==> src/rtl/mnist_bnn_pkg.sv <==
`default_nettype none
// ============================================================================
// Module  : mnist_bnn_pkg
// Purpose : Shared top-level state encodings and load-vector geometry.
// Revision: 1.0 - initial release
// ============================================================================
package mnist_bnn_pkg;

   localparam int BYTE_W    = 8;
   localparam int PIX_BITS  = 784;
   localparam int WT_BITS   = 72;

   function automatic int bytes_of(input int bits);
      return bits / BYTE_W;
   endfunction

   localparam int PIX_BYTES  = bytes_of(PIX_BITS);
   localparam int WT_BYTES   = bytes_of(WT_BITS);
   localparam int LOAD_BYTES = PIX_BYTES + WT_BYTES;

   typedef logic [2:0] top_state_t;

   localparam top_state_t S_IDLE    = 3'b000;
   localparam top_state_t S_LOAD    = 3'b001;
   localparam top_state_t S_LAYER_1 = 3'b010;

endpackage : mnist_bnn_pkg
`default_nettype wire

==> src/rtl/input_loader_if.sv <==
`default_nettype none
// ============================================================================
// Module  : input_loader_if
// Purpose : Host byte bus (data + async strobe) and the assembled load vectors.
// Revision: 1.0 - initial release
// ============================================================================
interface input_loader_if
   import mnist_bnn_pkg::*;
#(
   parameter int PIX_BITS = mnist_bnn_pkg::PIX_BITS,
   parameter int WT_BITS  = mnist_bnn_pkg::WT_BITS,
   parameter int BYTE_W   = mnist_bnn_pkg::BYTE_W
);

   logic [BYTE_W-1:0]   data_in;
   logic                strobe;
   logic [PIX_BITS-1:0] pixels;
   logic [WT_BITS-1:0]  weights;
   logic [6:0]          byte_cnt;
   logic                done;

   modport master (
      output data_in,
      output strobe,
      input  pixels,
      input  weights,
      input  byte_cnt,
      input  done
   );

   modport slave (
      input  data_in,
      input  strobe,
      output pixels,
      output weights,
      output byte_cnt,
      output done
   );

endinterface : input_loader_if
`default_nettype wire

==> src/rtl/input_loader_sync_edge_detect.sv <==
`default_nettype none
// ============================================================================
// Module  : sync_edge_detect
// Purpose : Two-flop synchroniser for an asynchronous pin plus a one-clock
//           rising-edge pulse.
// Revision: 1.0 - initial release
// ============================================================================
module sync_edge_detect (
   input  wire logic clk,
   input  wire logic rst_n,
   input  wire logic i_pin,
   output logic      o_rise
);

   logic r_sync1;
   logic r_sync2;
   logic r_sync3;

   always_ff @(posedge clk or negedge rst_n) begin
      if (!rst_n) begin
         r_sync1 <= 1'b0;
         r_sync2 <= 1'b0;
         r_sync3 <= 1'b0;
      end else begin
         r_sync1 <= i_pin;
         r_sync2 <= r_sync1;
         r_sync3 <= r_sync2;
      end
   end

   assign o_rise = r_sync2 & ~r_sync3;

endmodule : sync_edge_detect
`default_nettype wire

==> src/rtl/input_loader.sv <==
`default_nettype none
// ============================================================================
// Module  : input_loader
// Purpose : Assembles the strobed host byte stream into the layer-1 image and
//           kernel vectors, then raises done.
// Revision: 1.0 - initial release
// ============================================================================
module input_loader
   import mnist_bnn_pkg::*;
#(
   parameter int PIX_BITS = mnist_bnn_pkg::PIX_BITS,
   parameter int WT_BITS  = mnist_bnn_pkg::WT_BITS,
   parameter int BYTE_W   = mnist_bnn_pkg::BYTE_W
)(
   input  wire logic       clk,
   input  wire logic       rst_n,
   input  wire logic [2:0] state,
   input_loader_if.slave   bus
);

   localparam int N_PIX_BYTES = PIX_BITS / BYTE_W;
   localparam int N_WT_BYTES  = WT_BITS / BYTE_W;
   localparam int N_BYTES     = N_PIX_BYTES + N_WT_BYTES;

   localparam logic [1:0] P_PIX  = 2'd0;
   localparam logic [1:0] P_WT   = 2'd1;
   localparam logic [1:0] P_DONE = 2'd2;

   logic                   w_strobe_rise;
   logic                   w_accept;
   logic [N_PIX_BYTES-1:0] w_pix_we;
   logic [N_WT_BYTES-1:0]  w_wt_we;

   logic [1:0]             r_phase;
   logic [6:0]             r_byte_cnt;
   logic                   r_done;
   logic [PIX_BITS-1:0]    r_pixels;
   logic [WT_BITS-1:0]     r_weights;

   // Synchroniser runs in every top-level state so a strobe already high on
   // entry to S_LOAD never looks like a fresh edge.
   sync_edge_detect u_strobe_sync (
      .clk    (clk),
      .rst_n  (rst_n),
      .i_pin  (bus.strobe),
      .o_rise (w_strobe_rise)
   );

   assign w_accept = w_strobe_rise && (state == S_LOAD) && (r_phase != P_DONE);

   always_ff @(posedge clk or negedge rst_n) begin
      if (!rst_n) begin
         r_phase    <= P_PIX;
         r_byte_cnt <= 7'd0;
         r_done     <= 1'b0;
      end else if (w_accept) begin
         if (r_byte_cnt != 7'(N_BYTES)) begin
            r_byte_cnt <= r_byte_cnt + 7'd1;
         end
         case (r_phase)
            P_PIX: begin
               if (r_byte_cnt == 7'(N_PIX_BYTES - 1)) begin
                  r_phase <= P_WT;
               end
            end
            P_WT: begin
               if (r_byte_cnt == 7'(N_BYTES - 1)) begin
                  r_phase <= P_DONE;
                  r_done  <= 1'b1;
               end
            end
            default: begin
               r_phase <= P_DONE;
            end
         endcase
      end
   end

   // Per-byte write enables decoded from the running byte index.
   generate
      for (genvar gi = 0; gi < N_PIX_BYTES; gi++) begin : g_pix_we
         assign w_pix_we[gi] = w_accept && (r_phase == P_PIX) &&
                               (r_byte_cnt == 7'(gi));
      end
      for (genvar gj = 0; gj < N_WT_BYTES; gj++) begin : g_wt_we
         assign w_wt_we[gj] = w_accept && (r_phase == P_WT) &&
                              (r_byte_cnt == 7'(N_PIX_BYTES + gj));
      end
   endgenerate

   always_ff @(posedge clk or negedge rst_n) begin
      if (!rst_n) begin
         r_pixels <= '0;
      end else begin
         for (int i = 0; i < N_PIX_BYTES; i++) begin
            if (w_pix_we[i]) begin
               r_pixels[i*BYTE_W +: BYTE_W] <= bus.data_in;
            end
         end
      end
   end

   always_ff @(posedge clk or negedge rst_n) begin
      if (!rst_n) begin
         r_weights <= '0;
      end else begin
         for (int j = 0; j < N_WT_BYTES; j++) begin
            if (w_wt_we[j]) begin
               r_weights[j*BYTE_W +: BYTE_W] <= bus.data_in;
            end
         end
      end
   end

   assign bus.pixels   = r_pixels;
   assign bus.weights  = r_weights;
   assign bus.byte_cnt = r_byte_cnt;
   assign bus.done     = r_done;

endmodule : input_loader
`default_nettype wire

==> src/flat_wrapper.sv <==
// flat-port wrapper written by rule: the top's interface ports become plain ports
module input_loader_flat import mnist_bnn_pkg::*;
#(
   parameter int PIX_BITS = mnist_bnn_pkg::PIX_BITS,
   parameter int WT_BITS  = mnist_bnn_pkg::WT_BITS,
   parameter int BYTE_W   = mnist_bnn_pkg::BYTE_W
)
  (clk, rst_n, state, bus_data_in, bus_strobe, bus_pixels, bus_weights, bus_byte_cnt, bus_done);
  input_loader_if #(.PIX_BITS(PIX_BITS), .WT_BITS(WT_BITS), .BYTE_W(BYTE_W)) bus_i ();
  input  wire logic clk;
  input  wire logic rst_n;
  input  wire logic [2:0] state;
  input wire logic [$bits(bus_i.data_in)-1:0] bus_data_in;
  input wire logic [$bits(bus_i.strobe)-1:0] bus_strobe;
  output wire logic [$bits(bus_i.pixels)-1:0] bus_pixels;
  output wire logic [$bits(bus_i.weights)-1:0] bus_weights;
  output wire logic [$bits(bus_i.byte_cnt)-1:0] bus_byte_cnt;
  output wire logic [$bits(bus_i.done)-1:0] bus_done;
  assign bus_i.data_in = bus_data_in;
  assign bus_i.strobe = bus_strobe;
  assign bus_pixels = bus_i.pixels;
  assign bus_weights = bus_i.weights;
  assign bus_byte_cnt = bus_i.byte_cnt;
  assign bus_done = bus_i.done;
  input_loader #(.PIX_BITS(PIX_BITS), .WT_BITS(WT_BITS), .BYTE_W(BYTE_W)) u_core (.clk(clk), .rst_n(rst_n), .state(state), .bus(bus_i));
endmodule
==> config.mk <==
export PLATFORM = sky130hd
export DESIGN_NAME = input_loader_flat
export DESIGN_NICKNAME = d
export VERILOG_FILES = /design/src/rtl/mnist_bnn_pkg.sv /design/src/rtl/input_loader_if.sv /design/src/rtl/input_loader_sync_edge_detect.sv /design/src/rtl/input_loader.sv /design/src/flat_wrapper.sv
export SDC_FILE = /design/constraint.sdc
export NUM_CORES = 1
export LEC_CHECK = 0
export ABC_AREA = 1
export BUFFER_PORTS_ARGS = -buffer_cell sky130_fd_sc_hd__buf_2
export CAP_MARGIN = 20
export CORE_AREA = 4 4 343 345
export CTS_CLUSTER_SIZE = 25
export DETAILED_ROUTE_END_ITERATION = 10
export DIE_AREA = 0 0 347 349
export MAX_ROUTING_LAYER = met4
export PLACE_DENSITY = 0.57
export RECOVER_POWER = 100
export SYNTH_ARGS = -nofsm -noshare
export SYNTH_HDL_FRONTEND = slang
export SYNTH_SLANG_ARGS = --single-unit
==> constraint.sdc <==
create_clock -name clk -period 2.1 [get_ports clk]
set_clock_uncertainty 0.1 [all_clocks]
set_input_delay 0.315 -clock clk [delete_from_list [all_inputs] [get_ports clk]]
set_output_delay 0.315 -clock clk [all_outputs]
set_load 0.01 [all_outputs]
==> results.cfg, run 1 <==
[synth]
synth_cell_types = 25
ys_seq_area_share_pct = 64.0
synthesis.nets = 3140
synth_enable_flop_cells = 0
synth.cell_area_um2 = 34000
synthCells = 3122
syn_area_per_cell_um2 = 10.9
yosys_register_bits = 869
yosysWarnings = 0
synthFlopType = dfrtp_1
async_reset_ff_share_pct = 100

[setup_path]
r2r-end = u_core.bus.pixels[682]
crit_type = reg -> reg
path_cells = inv_1 -> ha_2 -> nand3_2 -> buf_4 -> nor2_1 -> buf_4 -> nand3_2 -> nand2_1 -> o21ai_1
cp_max_fo = 8
rr_worst_depth = 9
r2r_start = u_core.bus.byte_cnt[1]
worst_path_max_delay_cell = dfrtp_1
slowest_delay_ns = 0.42
startpoint_type = flip-flop
crit_path_end_kind = flip-flop
required_ns = 2.55
worstPathArrival_ns = 2.56
worst-r2r-setup-slack_ns = -0.007

[global_route]
antenna_found_initial = 5
grt_pass1_wl_mm = 183
first_global_vias = 26200
grt_use_total_pct = 20.5
grt_start_max_net_pins = 80
grt-ovfl-total = 0

[drt]
detail-route-antenna-nets = 0
viasPerCell = 4.74
wire_per_inst_um = 22.6
drc = 0
drt_iter0_drc = 2243
dr_total_vias = 26900
dr.pass1.iters = 5
drt-total-wl_mm = 128

[place]
routabilityCongestion = 0.817
post-dp-hpwl_mm = 87.9
port_buffers = 877
placed_area_um2 = 40600

[min_path]
min_to = u_core.bus.pixels[3]
min_path_cells = 4
hp-class = in -> reg
hold_start = bus_data_in[3]

[power]
powerDensity_nw_per_um2 = 796
ir_drop_mv = 0.566
p_leak_uw = 0.0183

[cts]
clk_latency_ns = 0.66
cts_tree = yes
cts_buffer_depth = 3
clk_pin_slew_worst_paths_ns = 0.06
h-tree-depth = 3
cts.sinks = 869
numCtsBuffers = 94
clockRootBuffer = clkbuf_16

[sta]
setup_violations = 3
rsz0062_at_grt = true
finalCriticalPeriod_ns = 2.11
setup_ws_ns = -0.00704
timing.final.crit_share_pct = 100
fmaxAchievable_mhz = 475
hold_viol_final = 0
slew_violations = 0
tightest_slew_ns = 0.877
relSlewSlack_pct = 41.5

[floorplan]
die_h_um = 349
initial_core_util_pct = 29.8
dieWidth_um = 347
ioPinCount = 878
fp.dieArea_um2 = 121000
core_um2 = 114000
core.rowCount = 124

[outcome]
status = finished with violations
violations = setup timing

[finish]
fin_util_pct = 37.9
final_cell_mix = nand2_1, clkbuf_1, dfrtp_1
drive_gt1_share_pct = 14.7
nFillCells = 11800
final_nets = 4102
stdcell_area_um2 = 43300
area_growth_pct = 27.5

[flow_run]
drv_cap = 0
state kept, by name, summed over array words and instances, names as in the netlist:
name,cells
u_core.bus.weights,72
u_core.u_strobe_sync.r_sync1,1
u_core.bus.done,1
u_core.u_strobe_sync.r_sync2,1
u_core.u_strobe_sync.r_sync3,1
u_core.r_phase,2
u_core.bus.byte_cnt,7
u_core.bus.pixels,784
metal layers:
layer  part of all wire [%]  global-route usage [%]  up-vias
met3                    7.2                    4.88      219
met1                     43                    26.4    13300
li1                       -                       -    12400
met5                      0                       -        -
met4                    3.6                    7.11        0
met2                     46                    31.9      998
cell usage after synthesis (2+ instances only):
cell type	instances	area share [%]
xor2_1	4	0.10
nand3_1	14	0.21
buf_12	10	0.59
buf_2	21	0.31
o21ai_0	76	1.1
nand4_1	3	0.055
inv_2	4	0.044
buf_6	91	3.0
inv_1	19	0.21
clkbuf_1	97	1.1
dfrtp_1	869	64
nand2_1	888	9.8
o21ai_1	703	10
nand3_2	20	0.59
o21ai_2	83	2.1
nand3_4	90	4.6
nor2_1	111	1.2
buf_4	8	0.18
ha_1	4	0.15
nor2_4	2	0.066
power by group:
group | total, µW | switching [µW] | internal (µW)
Combinational | 977 | 816 | 161
Clock | 16800 | 6980 | 9800
Sequential | 16800 | 1.48 | 16700
critical path: cells and delay by family, from the launching register on:
family / cells / cell delay [ns]
AND/OR/NAND/NOR: 4 / 0.65
AO/OA/AOI/OAI: 1 / 0.06
buffers and inverters: 3 / 0.50
flip-flops: 1 / 0.42
adder cells (fa/ha/maj): 1 / 0.24
timing repair:
action | 4_1_cts | 5_1_grt
cloned | 2 | 24
pin swaps | 2 | 20
endpoints found under the hold margin | 517 | 0
hold buffers | 10 | 0
gates resized for setup | 14 | 64
setup buffers | 0 | 7
endpoints found under the setup margin | 59 | 562
cell type report:
type / instances / area (µm²) / share of cell area [%]
clock buffers: 148 / 2880 / 6.64
diodes: 2 / 5.00 / 0.0115
well taps: 1512 / 1890 / 4.37
multi-input cells: 2028 / 11000 / 25.3
flip-flops and latches: 869 / 21700 / 50.2
clock inverters: 21 / 277 / 0.638
inverters: 23 / 106 / 0.245
repair buffers: 1068 / 5460 / 12.6
per-stage QoR:
stage          worst slack (ns)  hold WS (ns)  cells  power, µW  setup TNS, ns
2_1_floorplan             0.251       -0.0806   3122      17300              0
3_3_place_gp             -0.164         0.140   5457      18100          -3.26
3_5_place_dp             -0.152         0.136   5457      18100          -3.24
4_1_cts                -0.00804       0.00139   5638      35000        -0.0361
5_1_grt                 -0.0843        0.0302   5671      35700          -2.27
6_report               -0.00704        0.0492   5671      34500        -0.0101
worst max-delay path by stage:
| stage | slack [ns] | cells past startpoint | endpoint | startpoint |
|---|---|---|---|---|
| after CTS | -0.008 | 8 | u_core.bus.pixels[83] | u_core.bus.byte_cnt[0] |
| after detailed placement | -0.15 | 8 | u_core.bus.pixels[290] | u_core.bus.byte_cnt[0] |
| after global routing | -0.08 | 8 | u_core.bus.pixels[685] | u_core.bus.byte_cnt[1] |
| final | -0.007 | 9 | u_core.bus.pixels[682] | u_core.bus.byte_cnt[1] |
| after global placement | -0.16 | 8 | u_core.bus.pixels[86] | u_core.bus.byte_cnt[0] |
| after floorplan | 0.25 | 9 | u_core.bus.pixels[701] | u_core.bus.byte_cnt[5] |
cell families after synthesis:
group / synth area share (%)
AOI/OAI and AO/OA: 13.6
xor gates and xnor gates: 0.129
DFF: 64.0
and+or+nand+nor: 16.7
adders and majority gates: 0.147
buffers and inverters: 5.43
No activity file was read; power rests on OpenSTA's default activity.
==> inputs of run 2 (changes only) <==
PLACE_DENSITY = default   (was 0.57)
PLACE_DENSITY_LB_ADDON = 0.2   (was default)
==> run 2 against run 1 <==
  * The run now ends clean
  * First-iteration DRC count down 7.2%
  * Clock power about the same
  * Worst hold slack worse by 0.0018 ns
  * Total power up 1.0%
  * Clock-buffer cell count down 6
==> results.cfg, run 2 (same netlist as run 1, synthesis figures left out) <==
[setup_path]
worst-r2r-setup-slack_ns = 0.09
required_ns = 2.53
r2r_start = u_core.r_phase[0]
r2r-end = u_core.bus.pixels[404]
rr_worst_depth = 7
crit_type = reg -> reg
cp_max_fo = 22
startpoint_type = flip-flop
crit_path_end_kind = flip-flop
worstPathArrival_ns = 2.45

[finish]
area_growth_pct = 28.2
nFillCells = 11900
final_common_cell = clkbuf_1
final_nets = 4105
final_cell_mix = clkbuf_1, nand2_1, dfrtp_1
largest_register_ffs = 784
drive_gt1_share_pct = 14.9
stdcell_area_um2 = 43600

[drt]
drt-total-wl_mm = 133
drt_iter0_drc = 2081
dr.pass1.iters = 6
wire_per_inst_um = 23.5
drc = 0
viasPerCell = 4.66
detail-route-antenna-nets = 0
dr_total_vias = 26400

[floorplan]
fp.dieArea_um2 = 121000
dieWidth_um = 347
die_h_um = 349
core_um2 = 114000
core.rowCount = 124
initial_core_util_pct = 29.8
ioPinCount = 878

[min_path]
min_to = u_core.bus.pixels[781]
hold_start = bus_data_in[5]
hp-class = in -> reg
min_path_cells = 4

[cts]
clk_latency_ns = 0.67
cts_tree = yes
clockRootBuffer = clkbuf_16
cts.sinks = 869
numCtsBuffers = 96
clk_pin_slew_worst_paths_ns = 0.06
h-tree-depth = 3
cts_buffer_depth = 3

[sta]
fmaxAchievable_mhz = 496
holdWs_ns = 0.0474
setup_violations = 0
relSlewSlack_pct = 33.7
fin_tns_setup_ns = 0
timing.final.crit_share_pct = 95.9
rsz0062_at_grt = true
finalCriticalPeriod_ns = 2.01
slew_violations = 0
hold_viol_final = 0
tightest_slew_ns = 0.995

[place]
port_buffers = 877
routabilityCongestion = 0.783
placed_area_um2 = 40800
post-dp-hpwl_mm = 88.9

[global_route]
grt_start_max_net_pins = 63
antenna_found_initial = 4
grt-ovfl-total = 0
grt_use_total_pct = 21.0
first_global_vias = 25300
grt_pass1_wl_mm = 184

[power]
p_leak_uw = 0.0184
powerDensity_nw_per_um2 = 800
ir_drop_mv = 0.596
p_total_uw = 34900

[outcome]
status = completed

[flow_run]
drv_cap = 0
run 2: changes by cell type in the layout (fill, tap and decap cells not counted), sizes merged:
cell / change
nand3: +2
buf: -11
clkinvlp: +1
dlygate4sd3: -4
bufinv: +3
clkinv: +2
clkbuf: +8
run 2: worst max-delay path by stage:
stage | from | to | slack, ns | cells past startpoint
after floorplan | u_core.bus.byte_cnt[5] | u_core.bus.pixels[701] | 0.25 | 9
after global placement | u_core.bus.byte_cnt[1] | u_core.bus.pixels[63] | -0.07 | 7
after detailed placement | u_core.bus.byte_cnt[0] | u_core.bus.pixels[439] | -0.14 | 8
after CTS | u_core.bus.byte_cnt[0] | u_core.bus.pixels[578] | -0.002 | 8
after global routing | u_core.bus.byte_cnt[3] | u_core.bus.weights[46] | -0.01 | 8
final | u_core.r_phase[0] | u_core.bus.pixels[404] | 0.09 | 7
run 2: area by class of cell:
type / instances / area [µm²] / area share (%)
Sequential cell: 869 / 21700 / 49.9
Multi-Input combinational cell: 2030 / 11100 / 25.5
Timing Repair Buffer: 1067 / 5520 / 12.7
Clock buffer: 142 / 2850 / 6.54
Tap cell: 1512 / 1890 / 4.34
Clock inverter: 27 / 357 / 0.818
Inverter: 23 / 106 / 0.244
Antenna cell: 2 / 5.00 / 0.0115
run 2: layer usage:
layer | routed length [µm] | up-vias | GRT usage, %
met1 | 56400 | 13000 | 26.2
met5 | 0 | - | -
met4 | 4370 | 0 | 7.17
met2 | 63000 | 853 | 32.9
li1 | - | 12400 | -
met3 | 9270 | 198 | 5.80
run 2: power by group:
group          internal (µW)  switching [µW]  total, µW
Sequential             16800            1.08      16800
Combinational            149             818        967
Clock                  10100            7030      17100
run 2: critical path, stage by stage, from the launching register on:
cell,delay [ns]
dfrtp_1,0.38
buf_4,0.15
nor2_4,0.14
buf_12,0.25
buf_4,0.33
nand3_4,0.24
nand2_1,0.12
o21ai_1,0.07
run 2: per-stage QoR:
stage	setup slack, ns	util, %	std cells
floorplan	0.251	-	3122
global placement	-0.0726	35.7	5458
detailed placement	-0.137	35.7	5458
CTS	-0.00166	38.6	5635
global route	-0.0131	38.2	5672
finish	0.0852	38.2	5672
run 2: what timing repair did:
action | CTS | global route
gates resized for setup | 13 | 85
hold buffers | 6 | 0
pin swaps | 4 | 36
setup buffers | 1 | 8
gates cloned | 1 | 27
hold endpoints to repair | 262 | 0
endpoints found under the setup margin | 101 | 508
==> inputs of run 3 (changes only) <==
CORE_AREA = 4 4 339 341   (was 4 4 343 345)
DIE_AREA = 0 0 343 345   (was 0 0 347 349)
SYNTH_HIERARCHICAL = 1   (was default)
==> run 3 against run 2 <==
  * Register-to-register slack gained 0.03 ns
  * Clock-buffer cell count decreased by 7
  * Via count increased by 22%
  * Design area is 8.6% higher
  * Flip-flop and latch count did not move
  * Total power rose by 3.6%
  * Critical path type unchanged
  * Largest cell class unchanged
==> results.cfg, run 3 <==
[outcome]
status = completed

[power]
powerDensity_nw_per_um2 = 763
p_total_uw = 36100
p_leak_uw = 0.0283
ir_drop_mv = 0.690

[sta]
finalCriticalPeriod_ns = 1.99
holdWs_ns = 0.0623
hold_viol_final = 0
tightest_slew_ns = 1.39
rsz0062_at_grt = true
timing.final.crit_share_pct = 94.6
relSlewSlack_pct = 7.25
fmaxAchievable_mhz = 504
setup_violations = 0
slew_violations = 0

[cts]
cts_tree = yes
cts.sinks = 869
cts_buffer_depth = 3
clockRootBuffer = clkbuf_16
clk_latency_ns = 0.66
numCtsBuffers = 98
h-tree-depth = 3
clk_pin_slew_worst_paths_ns = 0.06

[synth]
synth_area_leaders = dfrtp_1, nand2_1, nand3_1
async_reset_ff_share_pct = 100
synth.cell_area_um2 = 35200
synthFlopType = dfrtp_1
synthCells = 3987
yosysWarnings = 6
yosys_register_bits = 869
ys_top_cells_by_count = nand2_1, dfrtp_1, nand3_1
synthesis.nets = 4005
syn_area_per_cell_um2 = 8.82
synth_top_area_cell = dfrtp_1
synth_cell_types = 21
synth_top_area_share_pct = 61.8
ys_seq_area_share_pct = 61.8
synth.most_common_cell = nand2_1
synth_enable_flop_cells = 0

[floorplan]
core.rowCount = 123
ioPinCount = 878
dieWidth_um = 343
initial_core_util_pct = 31.4
core_um2 = 112000
fp.dieArea_um2 = 118000
die_h_um = 345

[setup_path]
rr_worst_depth = 8
crit_path_end_kind = flip-flop
startpoint_type = flip-flop
worst-r2r-setup-slack_ns = 0.11
crit_type = reg -> reg
cp_max_fo = 8
required_ns = 2.57
crit_path_start = u_core/bus.byte_cnt[0]
r2r_start = u_core/bus.byte_cnt[0]
worstPathArrival_ns = 2.46
r2r-end = u_core/bus.pixels[535]

[finish]
final_common_cell = nand2_1
final_cell_mix = nand2_1, dfrtp_1, buf_2
antenna_cells = 0
area_growth_pct = 34.6
drive_gt1_share_pct = 30.2
final_nets = 5123
largest_register_ffs = 784

[min_path]
min_path_cells = 4
hp-class = in -> reg
min_to = u_core/bus.pixels[439]
hold_start = bus_data_in[7]

[global_route]
grt_start_max_net_pins = 79
grt_pass1_wl_mm = 218
first_global_vias = 31000
antenna_found_initial = 0
grt_use_total_pct = 25.3
grt-ovfl-total = 0

[drt]
viasPerCell = 4.82
drt-total-wl_mm = 150
detail-route-antenna-nets = 0
drt_iter0_drc = 2297
wire_per_inst_um = 22.4
drc = 0
dr.pass1.iters = 5
dr_total_vias = 32200

[flow_run]
drv_cap = 0

[place]
post-dp-hpwl_mm = 107
routabilityCongestion = 0.848
port_buffers = 877
==> run 3: worst max-delay path: stages, from the launching register on <==
cell and delay [ns]:
dfrtp_1 0.42, inv_1 0.12, ha_2 0.25, nand2_2 0.18, buf_12 0.19, nor2_2 0.22, nand2_1 0.24, nand2_1 0.12
nand2_1 0.05
==> run 3: through the flow <==
step	setup WS [ns]	setup TNS [ns]	cells	util (%)	instance area [µm²]
after CTS	0.0000628	0	6681	42.3	47300
after global routing	-0.0115	-0.0501	6683	42.3	47300
final	0.114	0	6683	42.3	47300
after floorplan	0.215	0	3987	-	35200
after global placement	-0.00210	-0.00236	6493	39.1	43800
after detailed placement	-0.0493	-0.638	6493	39.1	43800
==> run 3: power by group <==
part / leakage (µW) / switching, µW / internal [µW]
Combinational: 0.0145 / 858 / 171
Clock: 0.00169 / 7300 / 11000
Sequential: 0.0121 / 1.12 / 16700
==> run 3: cells by family (layout without fill, tap and decap cells) <==
logic type	Yosys count	in the layout	synth area share, %
AOI/OAI and AO/OA	1	1	0.0142
adders and majority gates	4	4	0.142
and+or+nand+nor	2859	2859	34.6
buffers and inverters	251	1447	3.33
xor gates and xnor gates	3	3	0.0747
DFF	869	869	61.8
==> run 3: routing by layer <==
metal | vias up | GRT usage [%] | share of wire, %
met5 | - | - | 0
met4 | 0 | 8.97 | 3.7
met3 | 233 | 5.90 | 7.7
met2 | 1171 | 40.2 | 47
met1 | 15800 | 31.8 | 42
li1 | 15000 | - | -
==> run 3: area by class of cell <==
class / instances / area (µm²)
fillers: 11400 / 64600
flip-flops and latches: 869 / 21700
multi-input cells: 2867 / 12400
repair buffers: 1231 / 7730
clock buffers: 135 / 2790
well taps: 1500 / 1880
clock inverters: 43 / 626
inverters: 38 / 146
==> run 3: worst max-delay path by stage <==
stage / to / slack, ns
floorplan: u_core/bus.pixels[656] / 0.22
global placement: u_core/bus.pixels[513] / -0.002
detailed placement: u_core/bus.pixels[518] / -0.05
CTS: u_core/bus.pixels[133] / 0.00006
global route: u_core/bus.pixels[135] / -0.01
finish: u_core/bus.pixels[535] / 0.11
==> run 3: repair_timing <==
| item | 4_1_cts | 5_1_grt |
|---|---|---|
| buffers inserted | 0 | 1 |
| resized for setup | 4 | 50 |
| endpoints found under the setup margin | 31 | 412 |
| hold endpoints to repair | 917 | 0 |
| cloned | 0 | 1 |
| hold buffers | 10 | 0 |
